===== config.mk =====
export PLATFORM = sky130hd
export DESIGN_NAME = uart_prog_loader
export DESIGN_NICKNAME = d
export VERILOG_FILES = /design/src/rtl/loader_pkg.sv /design/src/rtl/loader_timer.sv /design/src/rtl/uart_prog_loader.sv
export SDC_FILE = /design/constraint.sdc
export NUM_CORES = 1
export LEC_CHECK = 0
export ABC_AREA = 0
export CAP_MARGIN = 40
export CORE_MARGIN = 5
export CORE_UTILIZATION = 44
export DETAILED_ROUTE_END_ITERATION = 10
export PLACE_DENSITY = 0.68
export SETUP_SLACK_MARGIN = 0.05
export SYNTH_ARGS = -nofsm -noshare
export SYNTH_HDL_FRONTEND = slang
export SYNTH_HIERARCHICAL = 1
export SYNTH_SLANG_ARGS = --single-unit

===== constraint.sdc =====
create_clock -name clk -period 3.4 [get_ports clk]
set_input_delay 0.34 -clock clk [delete_from_list [all_inputs] [get_ports clk]]
set_output_delay 0.34 -clock clk [all_outputs]
set_load 0.02 [all_outputs]

===== src/rtl/loader_pkg.sv =====
// Shared types and constants for the UART program loader.
//   state_t        : loader FSM states
//   LEN_W          : width of the word-count header
//   BYTES_PER_WORD : bytes assembled into one ROM word
package loader_pkg;

    typedef enum logic [2:0] {
        IDLE   = 3'd0,
        LEN_LO = 3'd1,
        LEN_HI = 3'd2,
        DATA   = 3'd3,
        CHK    = 3'd4,
        DONE   = 3'd5,
        ERR    = 3'd6
    } state_t;

    localparam int LEN_W          = 16;
    localparam int BYTES_PER_WORD = 4;

endpackage


===== src/rtl/loader_timer.sv =====
// Inter-byte idle timer for the program loader.
// Down-counter reloaded on clr; counts while en is high. expired is raised
// on the CYC-th consecutive enabled cycle without a clear.
//   clk, rst : clock, synchronous active-high reset
//   clr      : reload the counter (byte received or session restart)
//   en       : count this cycle (loader is in an active state)
//   expired  : terminal count reached this cycle
module loader_timer #(
    parameter int CYC = 16
) (
    input  logic clk,
    input  logic rst,
    input  logic clr,
    input  logic en,
    output logic expired
);

    localparam int CW = (CYC > 1) ? $clog2(CYC) : 1;

    logic [CW-1:0] cnt_q, cnt_d;

    always_comb begin
        cnt_d = cnt_q;
        if (clr) begin
            cnt_d = CW'(CYC - 1);
        end else if (en && cnt_q != '0) begin
            cnt_d = cnt_q - CW'(1);
        end
    end

    assign expired = en && !clr && (cnt_q == '0);

    always_ff @(posedge clk) begin
        if (rst) begin
            cnt_q <= CW'(CYC - 1);
        end else begin
            cnt_q <= cnt_d;
        end
    end

endmodule


===== src/rtl/uart_prog_loader.sv =====
// UART boot loader: receives LEN_LO, LEN_HI (word count N) then 4*N bytes,
// assembles little-endian words and writes them to the instruction ROM
// programming port at addresses 0..N-1, holding the CPU in reset meanwhile.
// Optional feature macro: LOADER_CHECKSUM_EN adds a trailing XOR checksum byte.
//   clk, rst          : clock, synchronous active-high reset
//   start_i           : arm/restart a load session
//   rx_valid_i/data_i : received byte strobe and value
//   upg_rst_o         : hold CPU in reset (loading or error)
//   upg_wen_o/adr_o/dat_o : ROM write port
//   upg_done_o, err_o : session result levels
//   words_o           : words written in the current/last session
//
// state  | meaning
// IDLE   | after reset, waiting for start_i
// LEN_LO | waiting for low byte of word count
// LEN_HI | waiting for high byte of word count
// DATA   | assembling and writing words
// CHK    | waiting for checksum byte (LOADER_CHECKSUM_EN only)
// DONE   | load succeeded, CPU released
// ERR    | load aborted, CPU held in reset
module uart_prog_loader
    import loader_pkg::*;
#(
    parameter int ADDR_W      = 14,
    parameter int TIMEOUT_CYC = 0
) (
    input  logic              clk,
    input  logic              rst,
    input  logic              start_i,
    input  logic              rx_valid_i,
    input  logic [7:0]        rx_data_i,
    output logic              upg_rst_o,
    output logic              upg_wen_o,
    output logic [ADDR_W-1:0] upg_adr_o,
    output logic [31:0]       upg_dat_o,
    output logic              upg_done_o,
    output logic              err_o,
    output logic [ADDR_W:0]   words_o
);

    localparam int unsigned CAP = 32'd1 << ADDR_W;
`ifdef LOADER_CHECKSUM_EN
    localparam state_t END_ST = CHK;
`else
    localparam state_t END_ST = DONE;
`endif

    state_t            state_q, state_d;
    logic [LEN_W-1:0]  len_q, len_d;
    logic [1:0]        byte_idx_q, byte_idx_d;
    logic [23:0]       asm_q, asm_d;
    logic [ADDR_W:0]   word_idx_q, word_idx_d;
    logic              wen_q, wen_d;
    logic [ADDR_W-1:0] adr_q, adr_d;
    logic [31:0]       dat_q, dat_d;
`ifdef LOADER_CHECKSUM_EN
    logic [7:0]        csum_q, csum_d;
`endif

    logic             active;
    logic             timeout;
    logic [LEN_W-1:0] len_rx;
    logic             last_written;

    assign active = (state_q == LEN_LO) || (state_q == LEN_HI) ||
                    (state_q == DATA)   || (state_q == CHK);
    assign len_rx = {rx_data_i, len_q[7:0]};
    // word_idx has already advanced when the write strobe is visible
    assign last_written = wen_q && (32'(word_idx_q) == 32'(len_q));

    if (TIMEOUT_CYC > 0) begin : g_timer
        loader_timer #(.CYC(TIMEOUT_CYC)) u_timer (
            .clk     (clk),
            .rst     (rst),
            .clr     (rx_valid_i || start_i),
            .en      (active),
            .expired (timeout)
        );
    end else begin : g_no_timer
        assign timeout = 1'b0;
    end

    always_comb begin
        state_d    = state_q;
        len_d      = len_q;
        byte_idx_d = byte_idx_q;
        asm_d      = asm_q;
        word_idx_d = word_idx_q;
        wen_d      = 1'b0;
        adr_d      = adr_q;
        dat_d      = dat_q;
`ifdef LOADER_CHECKSUM_EN
        csum_d     = csum_q;
`endif
        // start takes priority over everything, including a same-cycle byte
        if (start_i) begin
            state_d    = LEN_LO;
            len_d      = '0;
            byte_idx_d = '0;
            asm_d      = '0;
            word_idx_d = '0;
`ifdef LOADER_CHECKSUM_EN
            csum_d     = '0;
`endif
        end else if (timeout) begin
            state_d = ERR;
        end else begin
            case (state_q)
                LEN_LO: if (rx_valid_i) begin
                    len_d[7:0] = rx_data_i;
                    state_d    = LEN_HI;
                end
                LEN_HI: if (rx_valid_i) begin
                    len_d = len_rx;
                    if (32'(len_rx) > CAP)    state_d = ERR;
                    else if (len_rx == '0)    state_d = END_ST;
                    else                      state_d = DATA;
                end
                DATA: if (last_written) begin
                    state_d = END_ST;
                end else if (rx_valid_i) begin
`ifdef LOADER_CHECKSUM_EN
                    csum_d = csum_q ^ rx_data_i;
`endif
                    if (byte_idx_q == 2'(BYTES_PER_WORD - 1)) begin
                        wen_d      = 1'b1;
                        adr_d      = word_idx_q[ADDR_W-1:0];
                        dat_d      = {rx_data_i, asm_q};
                        word_idx_d = word_idx_q + (ADDR_W+1)'(1);
                        byte_idx_d = '0;
                    end else begin
                        case (byte_idx_q)
                            2'd0:    asm_d[7:0]   = rx_data_i;
                            2'd1:    asm_d[15:8]  = rx_data_i;
                            default: asm_d[23:16] = rx_data_i;
                        endcase
                        byte_idx_d = byte_idx_q + 2'd1;
                    end
                end
`ifdef LOADER_CHECKSUM_EN
                CHK: if (rx_valid_i) begin
                    state_d = (rx_data_i == csum_q) ? DONE : ERR;
                end
`endif
                default: ;
            endcase
        end
    end

    always_ff @(posedge clk) begin
        if (rst) begin
            state_q    <= IDLE;
            len_q      <= '0;
            byte_idx_q <= '0;
            asm_q      <= '0;
            word_idx_q <= '0;
            wen_q      <= 1'b0;
            adr_q      <= '0;
            dat_q      <= '0;
`ifdef LOADER_CHECKSUM_EN
            csum_q     <= '0;
`endif
        end else begin
            state_q    <= state_d;
            len_q      <= len_d;
            byte_idx_q <= byte_idx_d;
            asm_q      <= asm_d;
            word_idx_q <= word_idx_d;
            wen_q      <= wen_d;
            adr_q      <= adr_d;
            dat_q      <= dat_d;
`ifdef LOADER_CHECKSUM_EN
            csum_q     <= csum_d;
`endif
        end
    end

    assign upg_rst_o  = active || (state_q == ERR);
    assign upg_wen_o  = wen_q;
    assign upg_adr_o  = adr_q;
    assign upg_dat_o  = dat_q;
    assign upg_done_o = (state_q == DONE);
    assign err_o      = (state_q == ERR);
    assign words_o    = word_idx_q;

endmodule


==> results of run 1 <==
-- per-stage QoR --
stage	std cells	utilization [%]	area (um2)	hold WS, ns	total power (W)
2_1_floorplan	536	-	4890	0.431	0.00135
3_3_place_gp	719	52.5	5690	0.446	0.00139
3_5_place_dp	719	52.5	5690	0.450	0.00139
4_1_cts	735	54.2	5880	0.403	0.00213
5_1_grt	735	54.2	5880	0.484	0.00218
6_report	735	54.2	5880	0.413	0.00211
-- worst min path at each step --
stage | start | to | slack, ns
finish | rst | state_q[0] | 0.41
global route | asm_q[10] | asm_q[10] | 0.48
global placement | asm_q[11] | asm_q[11] | 0.45
CTS | rst | state_q[0] | 0.40
detailed placement | len_q[15] | len_q[15] | 0.45
floorplan | len_q[15] | len_q[15] | 0.43
-- cell families (layout without fill, tap and decap cells) --
| family | Yosys count | count (layout) | synth area share [%] |
|---|---|---|---|
| simple gates | 240 | 240 | 27.0 |
| xor+xnor | 16 | 16 | 2.87 |
| mux | 71 | 71 | 14.5 |
| compound gates | 53 | 53 | 6.17 |
| flops | 107 | 107 | 43.8 |
| fa+ha+maj | 5 | 5 | 1.28 |
| buf+inv | 44 | 103 | 4.30 |
-- flip-flops by register name (all words and copies together), names as in the netlist --
signal      cells
upg_dat_o      32
asm_q          24
len_q          16
words_o        15
upg_adr_o      14
state_q         3
byte_idx_q      2
upg_wen_o       1
-- routing by layer --
metal	share of wire, %	up-vias
met1	49	1825
met4	0.96	0
li1	-	1925
met3	4.8	12
met5	0	-
met2	45	95
-- where the power goes --
part / total (W) / internal [W] / switching [W]
Sequential: 0.00126 / 0.00126 / 0.00000544
Combinational: 0.000104 / 0.0000437 / 0.0000603
Clock: 0.000741 / 0.000297 / 0.000445
Total: 0.00211 / 0.00160 / 0.000510
-- layout make-up --
type	instances	area share, %
clock inverter	5	0.724
tap	140	2.98
multi-input combinational	385	43.3
inverter	5	0.319
timing repair buffer	82	13.8
sequential	107	36.4
clock buffer	11	2.41
-- cell usage after synthesis, drive strengths merged --
| library cell | count |
|---|---|
| a2111oi | 2 |
| nand3 | 9 |
| o211ai | 3 |
| o311ai | 1 |
| nand3b | 1 |
| and3b | 2 |
| ha | 5 |
| xnor2 | 1 |
| nand2 | 78 |
| or4 | 5 |
| and4 | 2 |
| nor4b | 1 |
| dfxtp | 107 |
| o41ai | 2 |
| and3 | 1 |
| nand2b | 93 |
| nor2 | 9 |
| a311oi | 2 |
| xor2 | 15 |
| mux2i | 71 |
| o31ai | 1 |
| a21oi | 30 |
| inv | 5 |
| nor2b | 3 |
| nand4b | 2 |
| clkbuf | 27 |
| o21ai | 12 |
| buf | 12 |
| nor4 | 8 |
| nor3 | 4 |
| nand4 | 10 |
| or2 | 1 |
| or3 | 11 |
==> impl_metrics.yaml, run 1 <==
run_status:
  outcome: "finished, final reports clean"
yosys:
  synth-warning-count: 6
  synth_top_area_share_pct: 43.8
  synth_area_leader_cell: "dfxtp_1"
  synthDistinctLibCells: 38
  avgSynthCellArea_um2: 9.12
  synthesis.area_um2: 4890
  synth_area_leaders: "dfxtp_1, mux2i_1, nand2b_1"
  seq_area_frac_synth_pct: 43.8
  synth_seq_cells: 107
  syn-instance-count: 536
  synth_nets: 553
worst_setup_path:
  worstSetupEndpoint: "words_o[1]"
  crit_path_end_kind: "flop"
  r2r_slack_ns: 0.93
  crit_path_cell_trace: "xor2_1 > nor4_4 > and4_1 > buf_4 > o21ai_0 > a21oi_1"
  critPathBufInv: 1
  crit_family: "simple AND/OR/NAND/NOR gates"
  cp_max_fo: 24
  cp.arrival_ns: 2.76
  worstReg2RegStart: "words_o[3]"
  r2r-end: "words_o[1]"
  slowest_stage: "and4_1"
  cp-startpoint: "words_o[3]"
  rr_worst_depth: 6
  cp-start-kind: "flop"
  crit_cells: 6
  critPathKind: "flop to flop"
  max_stage_delay_ns: 0.72
  crit_required_ns: 3.69
place:
  preCtsSetupSlack_ns: 0.911
  hpwl_mm: 8.16
  routabilityCongestion: 0.856
  io_buffers: 76
sta:
  setup_viol: 0
  fin_crit_ns: 2.47
  relSlewSlack_pct: 33.0
  max_freq_mhz: 404
  final_hold_viol_count: 0
  rsz0062_at_grt: "no"
  slew_violations: 0
  layout_setup_ws_ns: 0.927
  skew_ns: 0.0183
  setup_tns_ns: 0
  fin_crit_sh_pct: 72.7
  worst_pin_slew_ns: 0.998
floorplanning:
  rows: 38
  io_pins: 77
  dieArea_um2: 13300
  dieHeight_um: 115
  die_w_um: 115
  core_region_area_um2: 10800
  start_util_pct: 45.1
routing:
  viasPerCell: 5.25
  finalWirelength_mm: 11.7
  drt-pass1-iter-count: 4
  wl_per_cell_um: 16.0
  drtIter0Drc: 321
  drtAntennaViolNets: 0
  drc: 0
  num_vias: 3857
cells_and_area:
  multi_input_area_um2: 2540
  synthToLayoutAreaGrowth_pct: 20.3
  fill_cells: 999
  final_common_cell: "dfxtp_1"
  layout.nets: 607
  antennaDiodeCount: 0
  drive_gt1_share_pct: 4.87
  final_cell_mix: "dfxtp_1, nand2b_1, nand2_1"
  regArea_um2: 2140
clocking:
  cts.sinks: 107
  hold_buffers: 0
  cts-resized-gates: 0
  cts.reportedPaths.clkPinSlew_ns: 0.09
  cts_setup_buffers: 0
  clock-root-buffer: "clkbuf_8"
  cts_tree: "built"
  htreeDepth: 3
  numCtsBuffers: 9
  insertion_delay_ns: 0.37
  max-clock-path-buffers: 2
pwr:
  peakVddDrop_uv: 251
  leakagePower_nw: 2.00
  powerDensity_nw_per_um2: 358
grt:
  grt_max_degree: 72
  use_met2_pct: 27.3
  grt_pass1_wl_mm: 19.0
  antenna_found_initial: 0
  grt_busiest_layer: "met2"
  grt_usage_pct: 17.7
  grt_pass1_vias: 3710
  gr-total-overflow: 0
  grtUsageMet3_pct: 3.21
  grtUsageMet1_pct: 25.8
min_path:
  holdPathStages: 2
  hold_path_class: "input port to flop"
run:
  max_cap_viol_count: 0
Note: power is estimated with default switching activity, not from simulation.
==> inputs of run 2 (changes only) <==
==> constraint.sdc (replaced) <==
create_clock -name clk -period 2.43 [get_ports clk]
set_input_delay 0.243 -clock clk [delete_from_list [all_inputs] [get_ports clk]]
set_output_delay 0.243 -clock clk [all_outputs]
set_load 0.02 [all_outputs]
==> run 2 against run 1 <==
Net effect: critical path depth stayed put; count of clock-buffer cells in the layout is 1 lower; critical path type unchanged; non-clock buffer count is 18 higher; global-route usage is 0.81 points higher; flip-flop and latch count stayed put; register-to-register slack worse by 0.79 ns; sequential power is 40% higher; utilization is 1.4 points higher; setup slack worse by 0.79 ns; design area is 2.6% higher.
==> impl_metrics.yaml, run 2 (synthesis results as in run 1) <==
grt:
  grt_usage_pct: 18.5
  gr-total-overflow: 0
  grt_max_degree: 97
  antenna_found_initial: 0
  grt_pass1_vias: 3850
  grt_pass1_wl_mm: 19.5
routing:
  finalWirelength_mm: 12.1
  wl_per_cell_um: 16.1
  drc: 0
  drtIter0Drc: 361
  num_vias: 3932
  drt-pass1-iter-count: 5
  viasPerCell: 5.23
  drtAntennaViolNets: 0
worst_setup_path:
  cp_max_fo: 29
  r2r-end: "upg_dat_o[28]"
  critPathKind: "flop to flop"
  crit_required_ns: 2.67
  slowest_stage: "dfxtp_1"
  r2r_slack_ns: 0.14
  rr_worst_depth: 6
  crit_path_end_kind: "flop"
  cp.arrival_ns: 2.53
  worstReg2RegStart: "words_o[12]"
  crit_path_cell_trace: "xor2_1 > nor4_1 > nand4_2 > and4_2 > buf_4 > mux2i_1"
  cp-start-kind: "flop"
  max_stage_delay_ns: 0.48
clocking:
  cts_tree: "built"
  cts.sinks: 107
  clock-root-buffer: "clkbuf_8"
  htreeDepth: 3
  cts_setup_buffers: 0
  max-clock-path-buffers: 2
  insertion_delay_ns: 0.38
  cts.reportedPaths.clkPinSlew_ns: 0.10
  numCtsBuffers: 9
place:
  place_inst: 737
  routabilityCongestion: 0.857
  preCtsSetupSlack_ns: 0.180
  io_buffers: 76
  hpwl_mm: 8.60
cells_and_area:
  antennaDiodeCount: 0
  final_common_cell: "dfxtp_1"
  drive_gt1_share_pct: 8.01
  utilization_pct: 55.6
  stdcell_count: 752
  synthToLayoutAreaGrowth_pct: 23.4
  largest_reg_flops: 32
  final_cell_mix: "dfxtp_1, nand2b_1, nand2_1"
  layout.nets: 625
sta:
  relSlewSlack_pct: 55.9
  setup_tns_ns: 0
  rsz0062_at_grt: "no"
  final_hold_viol_count: 0
  layout_setup_ws_ns: 0.141
  max_freq_mhz: 437
  worst_pin_slew_ns: 0.662
  setup_viol: 0
  slew_violations: 0
  skew_ns: 0.0147
  fin_crit_ns: 2.29
  fin_crit_sh_pct: 94.2
pwr:
  peakVddDrop_uv: 246
  powerDensity_nw_per_um2: 509
  leakagePower_nw: 2.11
  finalPower_w: 0.00307
floorplanning:
  core_region_area_um2: 10800
  rows: 38
  start_util_pct: 45.1
  die_w_um: 115
  dieHeight_um: 115
  dieArea_um2: 13300
  io_pins: 77
min_path:
  hold_start: "rst"
  hold_path_class: "input port to flop"
  hold_end: "words_o[13]"
  holdPathStages: 3
run_status:
  outcome: "finished, final reports clean"
run:
  max_cap_viol_count: 0
-- run 2: worst max-delay path by stage --
| stage | start | to | slack (ns) | depth (start not counted) |
|---|---|---|---|---|
| 2_1_floorplan | words_o[0] | upg_adr_o[0] | 0.42 | 8 |
| 3_3_place_gp | words_o[4] | upg_dat_o[11] | 0.27 | 6 |
| 3_5_place_dp | words_o[0] | upg_dat_o[28] | 0.18 | 6 |
| 4_1_cts | words_o[12] | upg_dat_o[28] | 0.17 | 6 |
| 5_1_grt | words_o[12] | upg_dat_o[2] | 0.09 | 6 |
| 6_report | words_o[12] | upg_dat_o[28] | 0.14 | 6 |
-- run 2: routing by layer --
layer	routed length, um	vias to the layer above	part of all wire [%]	track usage (%)
met4	131	0	1.1	5.71
met1	5970	1865	49	26.9
met3	566	11	4.7	2.79
li1	-	1961	-	-
met5	0	-	0	0
met2	5440	95	45	28.2
-- run 2: what timing repair did --
action / 4_1_cts / 5_1_grt
hold buffers: 0 / 0
gates resized for setup: 0 / 2
setup endpoints to repair: 0 / 5
-- run 2: report_power, final --
part	total [W]	internal (W)	switching, W
sequential	0.00176	0.00176	0.00000779
combinational	0.000155	0.0000687	0.0000866
clock	0.00115	0.000516	0.000630
-- run 2: metrics by stage --
step	hold WS, ns	instance area [um2]
floorplan	0.379	4890
global placement	0.440	5820
detailed placement	0.451	5820
CTS	0.336	6020
global route	0.387	6030
finish	0.350	6030
-- run 2: final cells by class --
cell class / instances / area (um2)
Tap cell: 140 / 175
Fill cell: 969 / 4810
Clock inverter: 5 / 67.6
Clock buffer: 10 / 138
Inverter: 5 / 18.8
Multi-Input combinational cell: 385 / 2550
Sequential cell: 107 / 2140
Timing Repair Buffer: 100 / 936
-- run 2: worst max-delay path, delay by kind of cell (launching register included) --
| family | cells | cell delay [ns] |
|---|---|---|
| simple gates | 3 | 1.07 |
| xor+xnor | 1 | 0.10 |
| flops | 1 | 0.48 |
| mux | 1 | 0.19 |
| buf+inv | 1 | 0.28 |
